$ cat config.mk
export PLATFORM = sky130hd
export DESIGN_NAME = psum_accumulator
export DESIGN_NICKNAME = d
export VERILOG_FILES = /design/src/rtl/psum_accumulator.sv
export SDC_FILE = /design/constraint.sdc
export NUM_CORES = 1
export LEC_CHECK = 0
export BUFFER_PORTS_ARGS = -buffer_cell sky130_fd_sc_hd__buf_2
export CAP_MARGIN = 20
export CORE_MARGIN = 2
export CORE_UTILIZATION = 40
export DETAILED_ROUTE_END_ITERATION = 10
export GPL_TIMING_DRIVEN = 0
export HOLD_SLACK_MARGIN = 0.1
export PLACE_DENSITY = 0.68
export SETUP_SLACK_MARGIN = 0.15
export SKIP_LAST_GASP = 1
export SYNTH_ARGS = -nofsm -noshare
export SYNTH_HDL_FRONTEND = slang
export SYNTH_SLANG_ARGS = --single-unit
$ cat constraint.sdc
create_clock -name clk -period 3.8 [get_ports clk]
set_input_delay 0.57 -clock clk [delete_from_list [all_inputs] [get_ports clk]]
set_output_delay 0.57 -clock clk [all_outputs]
set_load 0.005 [all_outputs]
$ cat src/rtl/psum_accumulator.sv
// psum_accumulator
// Accumulates a runtime-programmable number of consecutive signed partial sums
// (K-dimension tiles) from the dot-product adder tree into one saturating
// signed result, presented through a valid/ready output register.
//
// Ports:
//   clk, rst_n       clock, asynchronous active-low reset
//   clear            synchronous flush of the partial group and any pending result
//   num_tiles        psums per group, sampled on the group's first beat (0 acts as 1)
//   in_valid/ready   psum beat handshake; in_ready is combinational from out_ready
//   in_psum          signed partial sum
//   out_valid/ready  result handshake
//   out_acc          signed accumulated result
//   out_sat          sticky saturation flag for the group
//   busy             group in progress or result pending
//
// ACC_W must be >= PSUM_W.
module psum_accumulator #(
    parameter int unsigned PSUM_W = 22,
    parameter int unsigned ACC_W  = 32,
    parameter int unsigned CNT_W  = 8
) (
    input  logic              clk,
    input  logic              rst_n,
    input  logic              clear,
    input  logic [CNT_W-1:0]  num_tiles,
    input  logic              in_valid,
    output logic              in_ready,
    input  logic [PSUM_W-1:0] in_psum,
    output logic              out_valid,
    input  logic              out_ready,
    output logic [ACC_W-1:0]  out_acc,
    output logic              out_sat,
    output logic              busy
);

    localparam int unsigned SUM_W = ACC_W + 1;

    typedef enum logic [1:0] {
        S_IDLE  = 2'd0,
        S_ACCUM = 2'd1,
        S_HOLD  = 2'd2
    } state_e;

    state_e             state_q, state_d;
    logic [ACC_W-1:0]   acc_q, acc_d;
    logic [CNT_W-1:0]   cnt_q, cnt_d;
    logic [CNT_W-1:0]   n_lat_q, n_lat_d;
    logic               sat_q, sat_d;

    logic               accept;
    logic               start;
    logic [SUM_W-1:0]   psum_ext;
    logic [SUM_W-1:0]   sum;
    logic               ovf;
    logic [ACC_W-1:0]   sum_clamped;
    logic [CNT_W-1:0]   n_sel;
    logic [CNT_W-1:0]   cnt_inc;

    // Beat acceptance; clear blocks any beat in its cycle
    assign in_ready = !clear && ((state_q != S_HOLD) || out_ready);
    assign accept   = in_valid && in_ready;

    // Saturating add: one guard bit detects overflow of the ACC_W result
    assign psum_ext    = SUM_W'($signed(in_psum));
    assign sum         = {acc_q[ACC_W-1], acc_q} + psum_ext;
    assign ovf         = sum[ACC_W] != sum[ACC_W-1];
    assign sum_clamped = sum[ACC_W] ? {1'b1, {(ACC_W-1){1'b0}}}
                                    : {1'b0, {(ACC_W-1){1'b1}}};

    assign n_sel   = (num_tiles == '0) ? CNT_W'(1) : num_tiles;
    assign cnt_inc = cnt_q + CNT_W'(1);

    // State and datapath registers
    always_ff @(posedge clk or negedge rst_n) begin
        if (!rst_n) begin
            state_q <= S_IDLE;
            acc_q   <= '0;
            cnt_q   <= '0;
            n_lat_q <= '0;
            sat_q   <= 1'b0;
        end else begin
            state_q <= state_d;
            acc_q   <= acc_d;
            cnt_q   <= cnt_d;
            n_lat_q <= n_lat_d;
            sat_q   <= sat_d;
        end
    end

    // Next-state and datapath update
    always_comb begin
        state_d = state_q;
        acc_d   = acc_q;
        cnt_d   = cnt_q;
        n_lat_d = n_lat_q;
        sat_d   = sat_q;
        start   = 1'b0;

        case (state_q)
            S_IDLE: begin
                start = accept;
            end
            S_ACCUM: begin
                if (accept) begin
                    acc_d = ovf ? sum_clamped : sum[ACC_W-1:0];
                    sat_d = sat_q | ovf;
                    cnt_d = cnt_inc;
                    if (cnt_inc == n_lat_q) begin
                        state_d = S_HOLD;
                    end
                end
            end
            S_HOLD: begin
                // A beat accepted alongside the result handshake opens the next group
                if (out_ready) begin
                    start   = accept;
                    state_d = S_IDLE;
                end
            end
            default: begin
                state_d = S_IDLE;
            end
        endcase

        // First beat of a group: latch length, load accumulator, drop old sat
        if (start) begin
            n_lat_d = n_sel;
            acc_d   = psum_ext[ACC_W-1:0];
            cnt_d   = CNT_W'(1);
            sat_d   = 1'b0;
            state_d = (n_sel == CNT_W'(1)) ? S_HOLD : S_ACCUM;
        end

        if (clear) begin
            state_d = S_IDLE;
            acc_d   = '0;
            cnt_d   = '0;
            sat_d   = 1'b0;
        end
    end

    assign out_valid = (state_q == S_HOLD);
    assign out_acc   = acc_q;
    assign out_sat   = sat_q;
    assign busy      = (state_q != S_IDLE);

endmodule

# Yosys cells after proc, flatten, opt, wreduce, memory -nomap -nowiden
# Index checks and enable logic that the tools add are counted.
# totals
reg_bits,51
inputBits,35
output_inout_bits,36
wordCells,53
# op_classes
add_sub_neg,2
n_eq_ne,10
n_mux,24
n_bitwise,1
n_reduce_logical,11
# ops
op,n
$mux 32,6
$mux 8,5
$add 32x22->33,1
$mux 2,6
$add 8x1->8 const B,1
$eq 8x1->1 const B,1
$eq 8x8->1,1
$logic_not 8->1,1
$ne 4x4->1 const B,2
$pmux 2 s3,1
$reduce_bool 3->1,2
$mux 1,5
$ne 4x2->1 const B,1
$reduce_and 4->1,1
$ne 3x3->1 const B,1
$eq 2x1->1 const B,1
$eq 2x2->1 const B,1
$logic_and 1x1->1,2
$logic_not 2->1,1
$ne 2x2->1 const B,1
$pmux 1 s2,1
$reduce_and 2->1,1
$reduce_bool 2->1,1
$logic_not 1->1,1
3 further kinds,3

# Logic depth before layout (Yosys ltp)
# Gate-level depths: netlist of the first run.
# depth
word_depth,8
depth_mapped,14
ltp_nobuf,11

# Least setup slack after synthesis of the first run
# OpenSTA, ideal clock, no wires.
# synth_timing
kind,input-to-reg
from,input port in_psum[0]
to,"register acc_q[10], in the netlist out_acc[10]"
setup_ns,0.136
arrival_ns,3.146
required_ns,3.664
setup_slack_ns,0.518
stages,13
n_path_buf,2
path_cell_list,ha_1 -> fa_1 -> a211oi_1 -> o21ai_2 -> o31ai_1 -> o41ai_1 -> a21oi_2 -> a21oi_1 -> a22o_1 -> buf_6 -> buf_6 -> o211ai_1 -> o22ai_1
# synth_via
elab_chain_cells,7
word_cells_on_any_way,8
cone_classes,add/sub: 1; eq/ne: 1; mux: 6
# synth_rtl
item,line_no,source
from (decl),29,"input logic [PSUM_W-1:0] in_psum,"
$add 32x22->33 *,66,"assign sum = {acc_q[ACC_W-1], acc_q} + psum_ext;"
$mux 32 / $ne 1x1->1 (equally long branches),"68, 67",
$mux 32 *,106,acc_d = ovf ? sum_clamped : sum[ACC_W-1:0];
$mux 32 *,105,if (accept) begin
$mux 32 *,100,case (state_q)
$mux 32 *,127,if (start) begin
$mux 32 *,135,if (clear) begin
to (signal assigned),78,acc_q <= '0;
to (signal assigned),84,acc_q <= acc_d;
to (decl),46,"logic [ACC_W-1:0] acc_q, acc_d;"
# Every way passes the cells marked *; elsewhere a longest branch is shown, timed or not. The select of a mux whose other input is x is not followed.
# A chain may end at the register's enable or synchronous reset.

# Worst setup path in the final report of the first run
# layout_timing
from,"register acc_q[0], in the netlist out_acc[0]"
to,"register acc_q[30], in the netlist out_acc[30]"
# layout_via
elab_chain_cells,7
word_cells_on_any_way,8
cone_classes,add/sub: 1; eq/ne: 1; mux: 6
# layout_rtl
item,line_no
$add 32x22->33 *,66
$mux 32 / $ne 1x1->1 (equally long branches),"68, 67"
$mux 32 *,106
$mux 32 *,105
$mux 32 *,100
$mux 32 *,127
$mux 32 *,135
# Marked as above.

==> results of run 1 <==
==> state kept, by name (all words and copies together), names as in the netlist <==
register and cells:
out_sat 1, state_q 2, cnt_q 8, out_acc 32
n_lat_q 8
==> area by class of cell <==
class	instances	area, um2
clock buffers	6	129
clock inverters	2	12.5
repair buffers	71	373
multi-input cells	480	3080
plain buffers	29	138
fillers	1092	5700
flip-flops and latches	51	1280
inverters	13	48.8
well taps	140	175
==> per-stage QoR <==
stage	cells	TNS, ns	hold WS (ns)	area [um2]
final	792	0	0.222	5230
after global routing	792	0	0.264	5230
after CTS	791	0	0.237	5200
after detailed placement	783	-5.98	0.489	5050
after global placement	782	-2.76	0.492	5030
after floorplan	573	0	0.274	4510
==> power groups by stage <==
| stage | clock network, uW | registers, uW | logic [uW] |
|---|---|---|---|
| 2_1_floorplan | 0 | 720 | 869 |
| 4_1_cts | 483 | 719 | 1210 |
| 3_3_place_gp | 0 | 726 | 1160 |
| 6_report | 469 | 720 | 1230 |
| 5_1_grt | 503 | 733 | 1380 |
| 3_5_place_dp | 0 | 729 | 1200 |
==> timing repair <==
| action | 4_1_cts | 5_1_grt |
|---|---|---|
| pin swaps | 0 | 1 |
| setup buffers | 0 | 1 |
| resized for setup | 2 | 3 |
| hold buffers | 0 | 0 |
| setup endpoints to repair | 23 | 29 |
==> synthesized netlist by cell type, types with 9 or more instances <==
master,n
nand2_1,80
dfrtp_1,51
a21oi_1,50
o21ai_0,39
nor2_1,38
ha_1,33
o21ai_1,29
clkbuf_1,22
nand3_1,19
xnor2_1,19
xor2_1,16
inv_1,13
nor3_1,12
nand2b_1,10
nand4_1,10
a22oi_1,9
==> final timing paths <==
kind,start,end,slack (ns),cells after the start
hold / removal,rst_n,n_lat_q[0],0.22,1
setup / recovery,out_acc[0],out_acc[30],0.29,11
hold reg to reg,n_lat_q[6],n_lat_q[6],0.51,2
min in group clk,num_tiles[4],n_lat_q[4],0.47,3
max in group asynchronous,rst_n,out_acc[15],3.02,2
setup reg to reg,out_acc[0],out_acc[30],0.29,11
==> routing by layer <==
metal  routed length, um  share of wire  GRT usage  up-vias
met4                 236          0.017     0.0679        0
met3                 824          0.061     0.0417       15
met5                   0              0          0        -
met1                6190           0.46      0.306     2255
met2                6330           0.47      0.387      168
li1                    -              -          -     2283
==> critical path, cell delays in order, from the launching register on <==
cell,delay (ns)
dfrtp_1,0.40
ha_1,0.24
fa_1,0.43
a211oi_1,0.31
o21ai_2,0.18
a32oi_2,0.29
nand4bb_1,0.20
a211oi_1,0.29
nor3_1,0.15
mux2_2,0.29
a2111oi_0,0.42
o211ai_1,0.15
==> kinds of logic (layout without fill, tap and decap cells) <==
logic type / after synthesis / in the layout
mux: 3 / 3
xor+xnor: 35 / 35
compound gates: 212 / 212
flops: 51 / 51
buf+inv: 42 / 121
simple gates: 196 / 196
fa+ha+maj: 34 / 34
==> out/qor.txt, run 1 <==
Utilization after layout: 0.478
Final Hold Fails: 0
Top FF cell, synth: dfrtp_1
Vias: 4721
Avg WL per Cell: 17.1 um
XOR/XNOR share of the synthesized area: 0.0679
IO Pins: 71
Compound-gate portion of the synthesized area: 0.304
FP Rows: 38
Mux cell area share after synthesis: 0.00721
CTS sink cnt: 51
Port Buf Inserts: 69
Worst-Skew Late Latency: 0.31 ns
Netlist cell types: 63
Slew Limit Headroom: 0.471
Synth area leader: dfrtp_1
Core Region: 0.0109 mm2
Critical path type: reg2reg
Routed WL: 13.6 mm
Largest family of logic cells by synthesized area: compound AO/OA/AOI/OAI gates
Req. time, crit path: 3.97 ns
Final setup fails: 0
DRT antenna net count: 0
Power per cell area: 463 mW/mm2
Number of synthesized flops with an enable pin: 0
Share of cells above drive strength 1: 0.161
DR vias/cell: 5.96
Leak pwr: 0.00241 uW
First-pass GRT wire length: 22.0 mm
Mapped Nets: 642
# nets final: 720
Internal: 1390 uW
Total grt overflow: 0
Worst Skew: 0.0105 ns
Simple-gate share of the synthesized area: 0.201
Worst setup margin: 0.293 ns
Worst-path fanout max: 5
Fin crit share: 0.923
Final Power: 2420 uW
# diodes: 0
Die area: 0.0122 mm2
Yosys warns: 0
Syn Std Cell Area: 0.00451 mm2
Die W: 110 um
Pin count of the biggest net entering global routing: 34
Post-Synth Adder-Cell Area: 0.0959
Worst setup EP type: flip-flop
Sequential share of the synthesized area: 0.283
VDD IR max: 208 uV
Area Overhead vs Synth: 15.9%
Clk buf depth: 2
Combinational share of power: 0.509
Final worst path period need: 3.51 ns
TritonCTS clock tree: built
GPL Wtd Cong: 0.909
Die H: 110 um
Final-report max-slew violation count: 0
Total GRT Usage: 0.232
Worst-margin pin slew: 0.790 ns
Status: complete, no violations
Startpoint class of the critical path: flip-flop
Dpl hpwl: 10.3 mm
Max_cap viols: 0
Avg Inst Size Synth: 7.88 um2
Worst slack at placement: -0.377 ns
H-tree lvl count: 2
FMAX: 285 MHz
Detailed Route Iter0 Violations: 308
Num CTS Buffers: 5
Most common cell after layout, fill and taps aside: nand2_1
Drt drc: 0
Yosys top cell area share: 0.283
Sequential share of power: 0.297
Largest cells by area after synthesis: dfrtp_1, ha_1, nand2_1
Vias in the first global route: 4517
Reg clk slew, reported paths: 0.08 ns
Switching part of the total: 0.426
Clk root buf: clkbuf_16
Arr. time, crit path: 3.68 ns
Flops & latches, synth: 51
Most frequent cells in the layout: nand2_1, buf_2, dfrtp_1
FFs w/ async S/R, synth: 1.00
Hold crit path type: in2async
DRT Pass-1 Iters: 5
Initial antenna violation count: 0
RSZ-0062 raised after global routing: false
Syn Inst Count: 573
Clk pwr share: 0.194
Initial Util: 0.413
Switching power: 1030 uW
(Power assumes the default switching activity.)
==> run 2: changes to the inputs <==
Settings changed: MAX_ROUTING_LAYER from default to met4.
==> out/qor.txt, run 2 (synthesis gave the netlist of run 1 again) <==
Dpl hpwl: 10.3 mm
TritonCTS clock tree: built
Share of cells above drive strength 1: 0.161
FP Rows: 38
Avg WL per Cell: 17.2 um
Initial antenna violation count: 0
Final worst path period need: 3.53 ns
RSZ-0062 raised after global routing: false
Num CTS Buffers: 5
Most common cell after layout, fill and taps aside: nand2_1
IO Pins: 71
Fin crit share: 0.928
H-tree lvl count: 2
CTS sink cnt: 51
Max_cap viols: 0
Final setup fails: 0
Most frequent cells in the layout: nand2_1, buf_2, dfrtp_1
Clk buf depth: 2
Slew Limit Headroom: 0.455
DR vias/cell: 5.96
VDD IR max: 208 uV
Initial Util: 0.413
Power per cell area: 463 mW/mm2
Met2 Use GR: 0.387
# diodes: 0
DRT Pass-1 Iters: 5
Status: complete, no violations
Reg clk slew, reported paths: 0.07 ns
Req. time, crit path: 3.97 ns
Detailed Route Iter0 Violations: 335
Layout Cells excl Fill: 792
Max stage delay cell, worst path: nor3_1
Die W: 110 um
Max reg flops: 32
First-pass GRT wire length: 22.0 mm
Grt met1 use: 0.307
Worst path top cell family by delay: compound AO/OA/AOI/OAI gates
Worst Skew: 0.0107 ns
Setup TNS: 0 ns
# nets final: 720
Critical path type: reg2reg
Total grt overflow: 0
Setup crit start: out_acc[17]
FMAX: 284 MHz
Die H: 110 um
Most frequent CP cell: a211oi_1
Drt drc: 0
GR peak layer: met2
Hold crit path type: in2async
Worst-margin pin slew: 0.814 ns
Placed Cells: 783
Routed WL: 13.6 mm
Leak pwr: 0.00241 uW
Met3 usage in global routing: 0.0412
Vias in the first global route: 4520
Vias: 4719
Die area: 0.0122 mm2
Core Region: 0.0109 mm2
DRT antenna net count: 0
Startpoint class of the critical path: flip-flop
Final Hold Fails: 0
Total GRT Usage: 0.239
Final Power: 2420 uW
Pin count of the biggest net entering global routing: 34
WP buf/inv: 1
Area Overhead vs Synth: 15.9%
Arr. time, crit path: 3.69 ns
Port Buf Inserts: 69
Worst-Skew Late Latency: 0.31 ns
Critical path, cell by cell: ha_1, clkbuf_1, nand3_1, a211oi_1, nand4bb_1, a211oi_1, nor3_1, mux2_2, a2111oi_0, o211ai_1
Hold Buf Count CTS: 0
Worst setup EP type: flip-flop
RR Startpoint: out_acc[17]
Max stage delay on crit path: 0.43 ns
GPL Wtd Cong: 0.925
Clk root buf: clkbuf_16
Final-report max-slew violation count: 0
Worst-path fanout max: 8
## run 2: layout make-up
cell class | instances | area (um2)
Clock buffer | 6 | 129
Fill cell | 1092 | 5700
Timing Repair Buffer | 71 | 373
Tap cell | 140 | 175
Buffer | 29 | 138
Inverter | 13 | 48.8
Sequential cell | 51 | 1280
Multi-Input combinational cell | 480 | 3080
Clock inverter | 2 | 12.5
## run 2: per-stage QoR
step / util / cell area, um2 / hold WS [ns] / setup slack [ns]
after detailed placement: 0.462 / 5050 / 0.489 / -0.377
after floorplan: - / 4510 / 0.274 / 0.518
after CTS: 0.476 / 5200 / 0.237 / 0.219
after global routing: 0.478 / 5230 / 0.264 / 0.157
after global placement: 0.460 / 5030 / 0.492 / -0.248
final: 0.478 / 5230 / 0.218 / 0.274
## run 2: final timing paths
path                       depth (start not counted)  slack [ns]          end
setup / recovery                                  10        0.27  out_acc[30]
setup reg to reg                                  10        0.27  out_acc[30]
max in group asynchronous                          2        3.02  out_acc[15]
min in group clk                                   3        0.47   n_lat_q[4]
hold reg to reg                                    2        0.51   n_lat_q[6]
hold / removal                                     1        0.22   n_lat_q[0]
## run 2: repair_timing
item	in CTS	in global routing
pin swaps	0	1
setup endpoints to repair	23	29
setup buffers	0	1
gates resized for setup	2	3
## run 2: layer usage
metal,share of wire,vias to the layer above
li1,-,2280
met4,0.016,0
met5,0,-
met3,0.068,15
met1,0.45,2246
met2,0.47,178
## run 2: power breakdown
part	switching [uW]	leakage (uW)	internal, uW
Sequential	82.8	0.000673	636
Clock	224	0.0000669	244
Combinational	726	0.00167	508
Total	1030	0.00241	1390
==> run 3: changes to the inputs <==
Settings changed: RECOVER_POWER from default to 50.
==> out/qor.txt, run 3 (synthesis gave the netlist of run 1 again) <==
Num CTS Buffers: 5
Reg clk slew, reported paths: 0.07 ns
Setup TNS: 0 ns
# diodes: 0
Status: finished, violations left
Max reg flops: 32
FMAX: 284 MHz
Core Region: 0.0109 mm2
RSZ-0062 raised after global routing: false
Drt drc: 0
Clk buf depth: 2
R2R setup slack: 0.28 ns
Clk root buf: clkbuf_16
Avg WL per Cell: 17.1 um
Worst-margin pin slew: 1.95 ns
Most common cell after layout, fill and taps aside: nand2_1
Req. time, crit path: 3.97 ns
Final setup fails: 0
FP Rows: 38
DRT antenna net count: 0
Max stage delay cell, worst path: a211oi_1
Vias: 4741
Final Hold Fails: 0
Port Buf Inserts: 69
Power per cell area: 464 mW/mm2
Critical path type: reg2reg
Total grt overflow: 0
Utilization after layout: 0.476
Placed Cells: 783
Slew Limit Headroom: -0.300
Most frequent cells in the layout: nand2_1, buf_2, dfrtp_1
Max_cap viols: 1
TritonCTS clock tree: built
Detailed Route Iter0 Violations: 335
Area Overhead vs Synth: 15.3%
Initial Util: 0.413
Routed WL: 13.6 mm
R2R depth: 10
RR Startpoint: out_acc[17]
Crit Reg-Reg Endpoint: out_acc[30]
Hold Buf Count CTS: 0
Arr. time, crit path: 3.69 ns
Hold crit path type: in2async
Die W: 110 um
Fill cells: 1098
FF/Latch Area: 0.00128 mm2
Layout Cells excl Fill: 792
IO Pins: 71
Total GRT Usage: 0.239
Die H: 110 um
Startpoint class of the critical path: flip-flop
Dpl hpwl: 10.3 mm
Failing checks: capacitance limit, slew limit
Worst-Skew Late Latency: 0.31 ns
Share of cells above drive strength 1: 0.146
Multi-input combinational cell area: 0.00308 mm2
GPL Wtd Cong: 0.925
First-pass GRT wire length: 22.0 mm
Most frequent CP cell: a211oi_1
Leak pwr: 0.00237 uW
H-tree lvl count: 2
Fin crit share: 0.927
Pin count of the biggest net entering global routing: 34
Worst Skew: 0.0117 ns
# nets final: 720
Die area: 0.0122 mm2
DR vias/cell: 5.99
Critical path, cell by cell: ha_1, clkbuf_1, nand3_1, a211oi_1, nand4bb_1, a211oi_1, nor3_1, mux2_2, a2111oi_0, o211ai_1
Vias in the first global route: 4520
Worst setup margin: 0.277 ns
DRT Pass-1 Iters: 5
VDD IR max: 209 uV
Final-report max-slew violation count: 34
CTS sink cnt: 51
Initial antenna violation count: 0
Worst slack at placement: -0.377 ns
Max stage delay on crit path: 0.42 ns
Worst-path fanout max: 8
Worst setup EP type: flip-flop
Final worst path period need: 3.52 ns
==> run 3: cell count changes in the layout (fill, tap and decap cells not counted) <==
cell,delta
clkbuf_1,+10
buf_12,-1
buf_2,-9
==> run 3: worst max-delay path: cells and delay by family, from the launching register on <==
| kind | cells | cell delay, ns |
|---|---|---|
| AOI/OAI and AO/OA | 4 | 1.08 |
| adders and majority gates | 1 | 0.28 |
| buffers and inverters | 1 | 0.31 |
| DFF | 1 | 0.40 |
| muxes | 1 | 0.39 |
| and+or+nand+nor | 3 | 0.90 |
==> run 3: final cells by class <==
class,instances,share of cell area
Multi-Input combinational cell,480,0.592
Tap cell,140,0.0337
Timing Repair Buffer,71,0.0663
Buffer,29,0.0264
Inverter,13,0.00938
Sequential cell,51,0.245
Clock buffer,6,0.0248
Clock inverter,2,0.00240
==> run 3: through the flow <==
step / hold slack (ns) / area, um2 / power (uW)
global placement: 0.492 / 5030 / 1890
CTS: 0.237 / 5200 / 2410
finish: 0.440 / 5200 / 2410
global route: 0.469 / 5200 / 2610
floorplan: 0.274 / 4510 / 1590
detailed placement: 0.489 / 5050 / 1920
==> run 3: worst max path at each step <==
stage                      from           to  slack [ns]  depth (start not counted)
global route        out_acc[19]  out_acc[30]        0.16                         11
detailed placement   in_psum[0]  out_acc[20]       -0.38                         12
CTS                  out_acc[0]  out_acc[30]        0.22                         13
finish              out_acc[17]  out_acc[30]        0.28                         10
global placement     in_psum[0]  out_acc[11]       -0.25                         12
floorplan            in_psum[0]  out_acc[10]        0.52                         13
==> run 3: timing repair <==
item                       CTS  global route
setup buffers                0             1
resized for setup            2             3
pin swaps                    0             1
hold endpoints to repair     0             0
setup endpoints to repair   23            29
==> run 3: per-layer routing <==
layer  share of wire  routed length, um  GRT usage
met1            0.46               6240      0.307
met2            0.47               6320      0.387
met3           0.059                796     0.0412
met4           0.016                211     0.0679
met5               0                  0          -
==> run 3: report_power, final <==
group          internal, uW  switching (uW)  total [uW]
registers               636            83.5         720
logic                   502             723        1220
clock network           244             224         469
